[src/rtl/fir_stream_sequencer.sv]
// Bus master that loads FIR coefficients from a ROM, then streams samples through the FIR slave.
// Define FIR_SEQ_CNT_EN to add the sample_cnt output (completed output handshakes since start).
module fir_stream_sequencer #(
  parameter int DATA_WIDTH = 32,
  parameter int TAP_W      = 5,
  parameter int SETTLE_CYC = 2
) (
  input  logic                  clk,
  input  logic                  reset_n,
  input  logic                  start,
  input  logic                  stop,
  input  logic [TAP_W-1:0]      num_taps,
  output logic [TAP_W-1:0]      coef_addr,
  input  logic [DATA_WIDTH-1:0] coef_rdata,
  input  logic                  in_valid,
  input  logic [DATA_WIDTH-1:0] in_data,
  output logic                  in_ready,
  output logic                  out_valid,
  output logic [DATA_WIDTH-1:0] out_data,
  input  logic                  out_ready,
  output logic                  fir_cs,
  output logic                  fir_write,
  output logic                  fir_read,
  output logic [1:0]            fir_addr,
  output logic [DATA_WIDTH-1:0] fir_wdata,
  input  logic [DATA_WIDTH-1:0] fir_rdata,
  output logic                  busy
`ifdef FIR_SEQ_CNT_EN
  ,
  output logic [31:0]           sample_cnt
`endif
);

  localparam int SW = (SETTLE_CYC < 1) ? 1 : $clog2(SETTLE_CYC + 1);
  localparam logic [1:0] ADDR_B    = 2'd0;
  localparam logic [1:0] ADDR_X    = 2'd1;
  localparam logic [1:0] ADDR_CTRL = 2'd2;

  typedef enum logic [3:0] {
    IDLE, COEF_RD, COEF_WR, CTRL_ON, WAIT_X, SETTLE, RD_Y, CAP_Y, OUT, CTRL_OFF
  } state_t;

  state_t                state_q, state_d;
  logic [TAP_W-1:0]      taps_q, taps_d;
  logic [TAP_W-1:0]      cnt_q, cnt_d;
  logic [TAP_W-1:0]      coef_addr_q, coef_addr_d;
  logic [SW-1:0]         settle_q, settle_d;
  logic                  stop_pend_q, stop_pend_d;
  logic                  fir_cs_q, fir_cs_d;
  logic                  fir_write_q, fir_write_d;
  logic                  fir_read_q, fir_read_d;
  logic [1:0]            fir_addr_q, fir_addr_d;
  logic [DATA_WIDTH-1:0] fir_wdata_q, fir_wdata_d;
  logic                  out_valid_q, out_valid_d;
  logic [DATA_WIDTH-1:0] out_data_q, out_data_d;
`ifdef FIR_SEQ_CNT_EN
  logic [31:0]           sample_cnt_q, sample_cnt_d;
`endif

  // Bus strobes are registered, so a write decided in a state appears on the bus the following cycle;
  // the y read is launched from the last SETTLE cycle so it is on the bus while the FSM sits in RD_Y.
  always_comb begin
    state_d     = state_q;
    taps_d      = taps_q;
    cnt_d       = cnt_q;
    coef_addr_d = coef_addr_q;
    settle_d    = settle_q;
    stop_pend_d = stop_pend_q;
    fir_cs_d    = 1'b0;
    fir_write_d = 1'b0;
    fir_read_d  = 1'b0;
    fir_addr_d  = fir_addr_q;
    fir_wdata_d = fir_wdata_q;
    out_valid_d = out_valid_q;
    out_data_d  = out_data_q;
`ifdef FIR_SEQ_CNT_EN
    sample_cnt_d = sample_cnt_q;
`endif

    if (state_q != IDLE && stop) begin
      stop_pend_d = 1'b1;
    end

    case (state_q)
      IDLE: begin
        if (start) begin
          taps_d      = num_taps;
          cnt_d       = '0;
          coef_addr_d = '0;
`ifdef FIR_SEQ_CNT_EN
          sample_cnt_d = '0;
`endif
          state_d     = (num_taps == '0) ? CTRL_ON : COEF_RD;
        end
      end
      COEF_RD: state_d = COEF_WR;
      COEF_WR: begin
        fir_cs_d    = 1'b1;
        fir_write_d = 1'b1;
        fir_addr_d  = ADDR_B;
        fir_wdata_d = coef_rdata;
        if (cnt_q == taps_q - TAP_W'(1)) begin
          state_d = CTRL_ON;
        end else begin
          cnt_d       = cnt_q + TAP_W'(1);
          coef_addr_d = coef_addr_q + TAP_W'(1);
          state_d     = COEF_RD;
        end
      end
      CTRL_ON: begin
        fir_cs_d    = 1'b1;
        fir_write_d = 1'b1;
        fir_addr_d  = ADDR_CTRL;
        fir_wdata_d = DATA_WIDTH'(1);
        state_d     = WAIT_X;
      end
      WAIT_X: begin
        if (in_valid) begin
          fir_cs_d    = 1'b1;
          fir_write_d = 1'b1;
          fir_addr_d  = ADDR_X;
          fir_wdata_d = in_data;
          settle_d    = '0;
          state_d     = SETTLE;
        end else if (stop_pend_q) begin
          state_d = CTRL_OFF;
        end
      end
      SETTLE: begin
        if (settle_q == SW'(SETTLE_CYC)) begin
          fir_cs_d   = 1'b1;
          fir_read_d = 1'b1;
          fir_addr_d = ADDR_X;
          state_d    = RD_Y;
        end else begin
          settle_d = settle_q + SW'(1);
        end
      end
      RD_Y: state_d = CAP_Y;
      CAP_Y: begin
        out_data_d  = fir_rdata;
        out_valid_d = 1'b1;
        state_d     = OUT;
      end
      OUT: begin
        if (out_ready) begin
          out_valid_d = 1'b0;
`ifdef FIR_SEQ_CNT_EN
          sample_cnt_d = sample_cnt_q + 32'd1;
`endif
          state_d     = WAIT_X;
        end
      end
      CTRL_OFF: begin
        fir_cs_d    = 1'b1;
        fir_write_d = 1'b1;
        fir_addr_d  = ADDR_CTRL;
        fir_wdata_d = '0;
        stop_pend_d = 1'b0;
        state_d     = IDLE;
      end
      default: state_d = IDLE;
    endcase
  end

  always_ff @(posedge clk or negedge reset_n) begin
    if (!reset_n) begin
      state_q     <= IDLE;
      taps_q      <= '0;
      cnt_q       <= '0;
      coef_addr_q <= '0;
      settle_q    <= '0;
      stop_pend_q <= 1'b0;
      fir_cs_q    <= 1'b0;
      fir_write_q <= 1'b0;
      fir_read_q  <= 1'b0;
      fir_addr_q  <= '0;
      fir_wdata_q <= '0;
      out_valid_q <= 1'b0;
      out_data_q  <= '0;
`ifdef FIR_SEQ_CNT_EN
      sample_cnt_q <= '0;
`endif
    end else begin
      state_q     <= state_d;
      taps_q      <= taps_d;
      cnt_q       <= cnt_d;
      coef_addr_q <= coef_addr_d;
      settle_q    <= settle_d;
      stop_pend_q <= stop_pend_d;
      fir_cs_q    <= fir_cs_d;
      fir_write_q <= fir_write_d;
      fir_read_q  <= fir_read_d;
      fir_addr_q  <= fir_addr_d;
      fir_wdata_q <= fir_wdata_d;
      out_valid_q <= out_valid_d;
      out_data_q  <= out_data_d;
`ifdef FIR_SEQ_CNT_EN
      sample_cnt_q <= sample_cnt_d;
`endif
    end
  end

  assign coef_addr = coef_addr_q;
  assign in_ready  = (state_q == WAIT_X);
  assign out_valid = out_valid_q;
  assign out_data  = out_data_q;
  assign fir_cs    = fir_cs_q;
  assign fir_write = fir_write_q;
  assign fir_read  = fir_read_q;
  assign fir_addr  = fir_addr_q;
  assign fir_wdata = fir_wdata_q;
  assign busy      = (state_q != IDLE);
`ifdef FIR_SEQ_CNT_EN
  assign sample_cnt = sample_cnt_q;
`endif

endmodule

[config.mk]
export PLATFORM = sky130hd
export DESIGN_NAME = fir_stream_sequencer
export DESIGN_NICKNAME = d
export VERILOG_FILES = /design/src/rtl/fir_stream_sequencer.sv
export SDC_FILE = /design/constraint.sdc
export NUM_CORES = 1
export LEC_CHECK = 0
export CELL_PAD_IN_SITES_DETAIL_PLACEMENT = 1
export CELL_PAD_IN_SITES_GLOBAL_PLACEMENT = 1
export CORE_MARGIN = 4
export CORE_UTILIZATION = 25
export DETAILED_ROUTE_END_ITERATION = 10
export GPL_TIMING_DRIVEN = 0
export PLACE_DENSITY = 0.79
export RECOVER_POWER = 25
export SLEW_MARGIN = 15
export SYNTH_ARGS = -nofsm -noshare
export SYNTH_HDL_FRONTEND = slang
export SYNTH_SLANG_ARGS = --single-unit
export TNS_END_PERCENT = 1
[constraint.sdc]
create_clock -name clk -period 1.7 [get_ports clk]
set_input_delay 0.34 -clock clk [delete_from_list [all_inputs] [get_ports clk]]
set_output_delay 0.34 -clock clk [all_outputs]
set_load 0.02 [all_outputs]
==> flow_summary.toml <==
[power]
power_density_mw_per_mm2 = 1890
switching_share_pct = 39.5
seq_power_share_pct = 29.7
p_clk_share_pct = 15.3
power.switching_w = 0.00511
intPower_w = 0.00782
leakage_nw = 3.10
max-vdd-ir-drop_mv = 0.637
p_comb_share_pct = 54.9

[global_routing]
grt_max_degree = 53
grt_first_pass_wirelength_um = 21600
track_usage_pct = 14.7
grt_overflow_total = 0
grt_pass1_vias = 4127
grt_antenna_before_repair = 0

[floorplanning]
coreArea_sq_mm = 0.0159
num_io_pins = 184
die_y_um = 136
row_count = 46
die_w_um = 136
die_area_sq_mm = 0.0185
initial_core_util_pct = 25.7

[yosys]
yosys_warnings = 0
synth.ff_latch_count = 92
netlist_instances = 364
synthFlopType = "dfrtp_1"
syn_area_per_cell_sq_um = 11.3
yosysSeqAreaShare_pct = 56.2
syn-cell-area_sq_mm = 0.00410
async_reset_ff_share_pct = 100
synthDistinctLibCells = 43
synth_edf_count = 0
synth_nets = 475

[status]
violations = "setup timing"
outcome = "complete, but fails checks"

[layout]
drive_gt1_share_pct = 20.3
post-route-cell-area_sq_mm = 0.00683
n_antenna_cell = 0
layout_commonest_cell = "clkdlybuf4s50_1"
final_nets = 682
final_cell_mix = "clkdlybuf4s50_1, dfrtp_1, nand2_1"
areaGrowthSynthToFinish_pct = 66.7

[placed_design]
place_congestion = 0.799
io_buffers = 183
place_hpwl_um = 10500
placed_cell_area_sq_mm = 0.00622

[timing]
rsz0062_at_grt = "yes"
setup-violations-final = 13
fmax_mhz = 554
timing.final.crit_share_pct = 106
setup_ws_ns = -0.104
period_needed_ns = 1.80
hold_viol_final = 0
setup_tns_ns = -0.822
finalClockSkew_ns = 0.0102
tightestPinTransition_ns = 0.994
slew_headroom_pct = 33.7
slew_viol_final = 0

[cts]
cts.sinks = 92
clk_path_buf_depth = 2
clkTransAtPathRegs_ns = 0.06
cts_tree = "done"
cts_root_buf = "clkbuf_16"
htreeDepth = 3
clk_latency_ns = 0.34
cts_buffers = 9

[setup_path]
worstPathCellList = "nor2_4, nand2_4, inv_6, clkbuf_16, buf_8"
max_stage_delay_ns = 0.48
critical_path_class = "register to output pin"
worstPathArrival_ns = 1.46
start_kind = "register"
critPathMaxFanout = 10
cp_slowest_cell = "dfrtp_2"
worstSetupEndpointType = "output pin"
crit_required_ns = 1.36

[route]
drt_iter0_drc = 117
ant_nets = 0
first_pass_iters = 4
vias = 3669
drcViolationCount = 0
viasPerCell = 4.64
wl_per_cell_um = 17.4
finalWirelength_um = 13700

[job]
cap_violations = 0

[min_path]
hold_path_class = "input port to asynchronous set/reset pin"
-- critical path, delay by kind of cell, from the launching register on --
kind / cells / cell delay [ns]
simple gates: 2 / 0.30
buf+inv: 3 / 0.35
flops: 1 / 0.48
-- timing repair --
action                                  in CTS  in global routing
cloned                                       1                  0
endpoints found under the setup margin      86                 73
hold buffers                                 0                  0
pin swaps                                    3                  4
setup buffers                               11                  1
gates resized for setup                     55                 56
-- power groups by stage --
stage / clock network (W) / registers [W] / logic, W
4_1_cts: 0.00205 / 0.00384 / 0.00691
6_report: 0.00198 / 0.00385 / 0.00711
5_1_grt: 0.00214 / 0.00397 / 0.00768
3_3_place_gp: 0 / 0.00377 / 0.00623
3_5_place_dp: 0 / 0.00385 / 0.00647
2_1_floorplan: 0 / 0.00476 / 0.00256
-- routing by layer --
layer / track usage [%] / vias to the layer above / wire [um]
met5: 0 / - / 0
met4: 5.77 / 0 / 283
met3: 3.66 / 20 / 847
met2: 26.7 / 107 / 7300
met1: 16.5 / 1841 / 5300
li1: - / 1701 / -
-- path summary, 6_finish.rpt --
check	start	to	slack [ns]	cells past startpoint
max	state_q[1]	in_ready	-0.10	5
min in group clk	coef_addr[4]	coef_addr[4]	0.47	1
min	reset_n	out_data[5]	0.16	1
max reg2reg	taps_q[1]	coef_addr[3]	-0.09	8
max in group asynchronous	reset_n	state_q[0]	0.26	2
min reg2reg	coef_addr[4]	coef_addr[4]	0.47	1
-- flip-flops by register name, indices dropped and copies added, names as in the netlist, 2 cells and up --
name / flops
fir_wdata: 32
out_data: 32
cnt_q: 5
coef_addr: 5
taps_q: 5
state_q: 4
fir_addr: 2
settle_q: 2
-- stage by stage --
step | setup WS (ns) | hold slack (ns) | power (W) | util, % | cells
global route | -0.206 | 0.254 | 0.0138 | 42.8 | 791
CTS | -0.130 | 0.00362 | 0.0128 | 42.1 | 790
global placement | -3.11 | 0.465 | 0.0100 | 38.9 | 763
floorplan | 0.00253 | 0.0444 | 0.00732 | - | 364
detailed placement | -0.734 | 0.366 | 0.0103 | 39.0 | 764
finish | -0.104 | 0.163 | 0.0129 | 42.8 | 791
-- cells in the mapped netlist, drive strengths merged (2+ instances only) --
cell | count | area (sq um)
a21oi | 9 | 45.0
a22oi | 31 | 233
buf | 17 | 100
clkbuf | 7 | 26.3
dfrtp | 92 | 2300
ha | 4 | 50.1
inv | 9 | 33.8
mux2 | 37 | 417
mux2i | 9 | 90.1
nand2 | 55 | 209
nand3 | 4 | 20.0
nand3b | 2 | 15.0
nand4 | 4 | 25.0
nor2 | 6 | 25.0
nor2b | 5 | 31.3
nor3 | 4 | 20.0
o21ai | 41 | 205
xnor2 | 6 | 52.6
xor2 | 4 | 35.0
-- cell type report --
type / instances / area [sq um]
Tap cell: 216 / 270
Timing Repair Buffer: 197 / 1960
Clock buffer: 13 / 250
Inverter: 9 / 38.8
Buffer: 23 / 215
Multi-Input combinational cell: 239 / 1750
Clock inverter: 2 / 35.0
Sequential cell: 92 / 2300
Fill cell: 1732 / 9110
-- cells by family (layout without fill, tap and decap cells) --
| group | count (synthesis) | after routing | share of synthesized area [%] |
|---|---|---|---|
| AO/OA/AOI/OAI | 92 | 92 | 14.3 |
| flip-flops | 92 | 92 | 56.2 |
| AND/OR/NAND/NOR | 87 | 87 | 9.84 |
| multiplexers | 46 | 46 | 12.4 |
| buffers and inverters | 33 | 244 | 3.91 |
| XOR/XNOR | 10 | 10 | 2.14 |
| adder cells (fa/ha/maj) | 4 | 4 | 1.22 |
(Power assumes the default switching activity.)
==> edit 1 (config.mk and constraints unchanged) <==
Re-encode `state_t` (10 states) as Gray code, 4 bits wide.
--- a/src/rtl/fir_stream_sequencer.sv
+++ b/src/rtl/fir_stream_sequencer.sv
@@ -38,5 +38,5 @@
 
   typedef enum logic [3:0] {
-    IDLE, COEF_RD, COEF_WR, CTRL_ON, WAIT_X, SETTLE, RD_Y, CAP_Y, OUT, CTRL_OFF
+    IDLE = 4'b0000, COEF_RD = 4'b0001, COEF_WR = 4'b0011, CTRL_ON = 4'b0010, WAIT_X = 4'b0110, SETTLE = 4'b0111, RD_Y = 4'b0101, CAP_Y = 4'b0100, OUT = 4'b1100, CTRL_OFF = 4'b1101
   } state_t;
 
Formal check against the unedited RTL: same outputs for any inputs over 10 cycles, from zero or initial values and one cycle with reset_n low; not proved beyond that.
==> edit 1 against the unedited design <==
The run still ends with setup timing left. Count of clock-buffer cells in the layout unchanged. Synthesized area increased by 2.1%. Setup slack worse by 48 ps. Critical path depth up 2. Sequential share of layout area shrank 1.7 points. Non-clock buffer count is 2 higher. Clock power increased by 9%. Cell area is 5.3% higher. Global-route usage grew 0.32 points. Wire length increased by 9.5%. Total power rose by 0.39%. Sequential cell count unchanged. Critical path type is now reg2reg.
==> edit 1: results (changes against the unedited design) <==
[route]
vias = 3896  ; was 3,669
drt_iter0_drc = 143  ; was 117
wl_mm = 15.04  ; was 13.73 mm

[logic_synthesis]
synthesis.nets = 499  ; was 475
synth.mux.area_fraction_pct = 9.569  ; was 12.37%
yosys-top-cells-area = dfrtp_1 (55%), mux2_2 (8.6%), a22oi_1 (5.6%), nand2_1 (5.4%), o21ai_0 (3.6%)  ; was dfrtp_1 (56%), mux2_2 (10%), a22oi_1 (5.7%), nand2_1 (4.9%), o21ai_0 (4.2%)
synth-xor-area-share_pct = 1.047  ; was 2.138%
avgSynthCellArea_um2 = 10.78  ; was 11.25 um2
synth-adder-area-share_pct = 1.196  ; was 1.222%
ys_top_cells_by_count = dfrtp_1 (92), nand2_1 (60), mux2_2 (32)  ; was dfrtp_1 (92), nand2_1 (54), mux2_2 (37)
synth_cell_types = 51  ; was 43
synth-compound-area-share_pct = 17.02  ; was 14.32%
synth_warnings = 0  ; unchanged
synth-seq-area-share_pct = 55.02  ; was 56.20%

[run_status]
outcome = finished, violations left  ; unchanged
violations = setup timing  ; unchanged

[global_routing]
use_met3_pct = 3.214  ; was 3.664%
globalRouteMet1Util_pct = 17.13  ; was 16.48%
grt_pass1_vias = 4328  ; was 4,127
grt_usage_pct = 15.05  ; was 14.73%
antenna_found_initial = 1  ; was 0
grt_max_degree = 60  ; was 53
grt_pass1_wl_mm = 22.14  ; was 21.58 mm
grtUsageMet2_pct = 27.06  ; was 26.75%

[place]
post-place-ws_ps = -729.3  ; was -733.7 ps
dpl.hpwl_mm = 10.95  ; was 10.49 mm
place.gp.congestion = 0.7955  ; was 0.7990
dp.cells = 792  ; was 764
place_area_um2 = 6321  ; was 6223 um2

[setup_path]
r2r_cells = 7  ; was 8
cpPeakStageDelay_ps = 400  ; was 480 ps
r2r_setup_slack_ps = -150  ; was -90 ps
reg2reg_to = coef_addr[0]  ; was coef_addr[3]
cp.arrival_ps = 2120  ; was 1460 ps
path_max_fanout = 7  ; was 10
critPathLaunch = taps_q[0]  ; was state_q[1]
cp_slowest_cell = dfrtp_1  ; was dfrtp_2
cp_top_family = compound AO/OA/AOI/OAI gates  ; was flip-flops
end_kind = register  ; was output port

[layout]
antenna_cells = 0  ; unchanged
drive_gt1_share_pct = 21.72  ; was 20.35%
fillers = 1817  ; was 1,732
final_cells = 823  ; was 791
nets = 709  ; was 682

[hold_path]
hold_end = fir_wdata[6]
hp-class = reg2reg  ; was in2async

[sta]
fin_ws_ps = -152.1  ; was -103.9 ps
hold_ws_ps = 479.9  ; was 163.5 ps
tightest_slew_ps = 941.8  ; was 994.3 ps
setup_tns_ps = -1462  ; was -821.7 ps
finalClockSkew_ps = 6.191  ; was 10.24 ps
final-setup-viol-count = 15  ; was 13

[cts]
clock_latency_ps = 350
cts_buffer_depth = 2  ; unchanged

[power]
p_sw_w = 0.004990  ; was 0.005113 W
leakagePower_nw = 3.478  ; was 3.100 nW
vdd_drop_max_v = 0.0007234  ; was 0.0006373 V

[floorplan]
die_area_um2 = 18870  ; was 18,500 um2

[edit 1: changes by cell type after synthesis, moves of 4 or more]
cell and change:
nand2b_1 +4, nand2_1 +6, mux2_2 -5, o21ai_0 -4, mux2i_1 -5, nor2_1 +4
[edit 1: worst register-to-register path, cell delays in order (launching register included)]
cell and delay, ps:
dfrtp_1 400, inv_2 90, ha_4 150, nand3b_1 90, a21oi_1 400, o2111ai_4 260
and2_4 250, mux2i_1 140
[edit 1: cells by family (layout without fill, tap and decap cells)]
group	Yosys count	in the layout
AO/OA/AOI/OAI	108	108
XOR/XNOR	5	5
adder cells (fa/ha/maj)	4	4
buffers and inverters	35	250
flip-flops	92	92
multiplexers	36	36
AND/OR/NAND/NOR	108	108
[edit 1: what timing repair did]
action / CTS / global route
endpoints found under the hold margin: 33 / 0
hold buffers: 1 / 0
cloned: 0 / 0
setup endpoints to repair: 87 / 120
resized for setup: 55 / 110
pin swaps: 8 / 13
buffers inserted: 11 / 3
[edit 1: area by class of cell]
type	count	area, um2	area share [%]
buffer	23	201.4	2.801
clock inverter	3	42.54	0.5916
sequential	92	2303	32.03
multi-input combinational	261	2001	27.82
timing repair buffer	199	2042	28.40
clock buffer	13	280.3	3.898
tap	220	275.3	3.828
inverter	12	45.04	0.6264
[edit 1: routing by layer]
layer | share of wire (%) | wire, um
met1 | 39 | 5896
met2 | 54 | 8133
met3 | 4.4 | 667
met4 | 2.2 | 329
met5 | 0.060 | 9
[edit 1: power by group through the flow]
stage	Combinational (W)	Sequential [W]	Clock [W]
3_3_place_gp	0.00590	0.00372	0
3_5_place_dp	0.00610	0.00381	0
5_1_grt	0.00754	0.00393	0.00231
2_1_floorplan	0.00235	0.00472	0
6_report	0.00704	0.00379	0.00216
4_1_cts	0.00655	0.00379	0.00224
==> edit 2 (config.mk and constraints unchanged) <==
Made on the original files. Build with the macro `FIR_SEQ_CNT_EN` defined.
--- a/src/rtl/fir_stream_sequencer.sv
+++ b/src/rtl/fir_stream_sequencer.sv
@@ -1,4 +1,6 @@
 // Bus master that loads FIR coefficients from a ROM, then streams samples through the FIR slave.
 // Define FIR_SEQ_CNT_EN to add the sample_cnt output (completed output handshakes since start).
+`define FIR_SEQ_CNT_EN
+
 module fir_stream_sequencer #(
   parameter int DATA_WIDTH = 32,
Behaviour (old outputs only; new: sample_cnt): unchanged (equiv_simple and equiv_induct, registers matched by name and starting in step).
==> edit 2 against the unedited design <==
The flow still finishes with violations (setup timing). Synthesized cell count is 48% higher. Wire length increased by 43%. Sequential cell count increased by 32. Synthesized area increased by 38%. Die area is 36% higher. Critical path depth increased by 1. Count of clock-buffer cells in the layout rose by 7. Non-clock buffer count increased by 52. Total power up 28%. Cell area is 37% higher. Setup slack got worse by 190 ps. Critical path type unchanged.
==> edit 2: results (changes against the unedited design) <==
[global_routing]
use_met3_pct = 4.811  ; was 3.664%
grt_pass1_wl_mm = 30.23  ; was 21.58 mm
grtUsageMet2_pct = 27.37  ; was 26.75%
grt_pass1_vias = 5688  ; was 4,127

[cts]
cts_max_level = 4  ; was 3
clock_latency_ps = 420  ; was 340 ps

[layout]
nets = 912  ; was 682
final_cells = 1093  ; was 791

[logic_synthesis]
yosys-top-cells-area = dfrtp_1 (55%), mux2_2 (6.6%), nand2_1 (4.4%), o21ai_0 (4.2%), a22oi_1 (4.1%)  ; was dfrtp_1 (56%), mux2_2 (10%), a22oi_1 (5.7%), nand2_1 (4.9%), o21ai_0 (4.2%)
synth.mux.area_fraction_pct = 7.083  ; was 12.37%
synth-compound-area-share_pct = 12.80  ; was 14.32%
synth-seq-area-share_pct = 54.72  ; was 56.20%
ys_top_cells_by_count = dfrtp_1 (124), nand2_1 (66), o21ai_0 (48)  ; was dfrtp_1 (92), nand2_1 (54), mux2_2 (37)
synth-adder-area-share_pct = 1.103  ; was 1.222%

[sta]
final-setup-viol-count = 77  ; was 13
hold_ws_ps = 470.3  ; was 163.5 ps
setup_tns_ps = -10920  ; was -821.7 ps
fin_ws_ps = -290.3  ; was -103.9 ps
relSlewSlack_pct = 27.30  ; was 33.71%

[power]
p_sw_w = 0.006561  ; was 0.005113 W
vdd_drop_max_v = 0.0007186  ; was 0.0006373 V
comb_power_share_pct = 49.4  ; was 54.9%
clock_power_w = 0.00370  ; was 0.00198 W

[route]
m1WireLength_mm = 7.702  ; was 5.300 mm
drt_iter0_drc = 158  ; was 117
wl_met3_mm = 1.331  ; was 847 um

[run_status]
violations = setup timing  ; unchanged
outcome = finished, violations left  ; unchanged

[setup_path]
reg2reg_from = state_q[3]  ; was taps_q[1]
cp_top_family = buffers and inverters  ; was flip-flops
cpPeakStageDelay_ps = 420  ; was 480 ps
critPathLaunch = state_q[0]  ; was state_q[1]

[place]
place_area_um2 = 8212  ; was 6223 um2

edit 2: cell count changes after synthesis, moves of 7 or more:
cell,unedited run,this run
o21ai_0,34,48
and3_1,1,9
xor2_1,4,22
nand3_1,4,17
inv_1,8,16
o31ai_1,0,7
nor2_1,5,30
nand2_1,54,66
clkbuf_1,7,21
buf_2,14,2
nand4_1,4,16
dfrtp_1,92,124
o21ai_1,7,0
edit 2: what timing repair did:
| item | CTS | global route |
|---|---|---|
| buffers inserted | 19 | 6 |
| hold endpoints to repair | 46 | 0 |
| endpoints found under the setup margin | 229 | 113 |
| hold buffers | 1 | 0 |
| gates resized for setup | 218 | 40 |
| pin swaps | 14 | 19 |
| cloned | 2 | 0 |
edit 2: cell type report:
class                      count  area, um2
inverter                      17      68.82
tap                          280      350.3
multi-input combinational    368       2663
sequential                   124       3105
fill                        2448      12750
buffer                        28      265.3
clock inverter                12      136.4
timing repair buffer         244       2292
clock buffer                  20      466.7
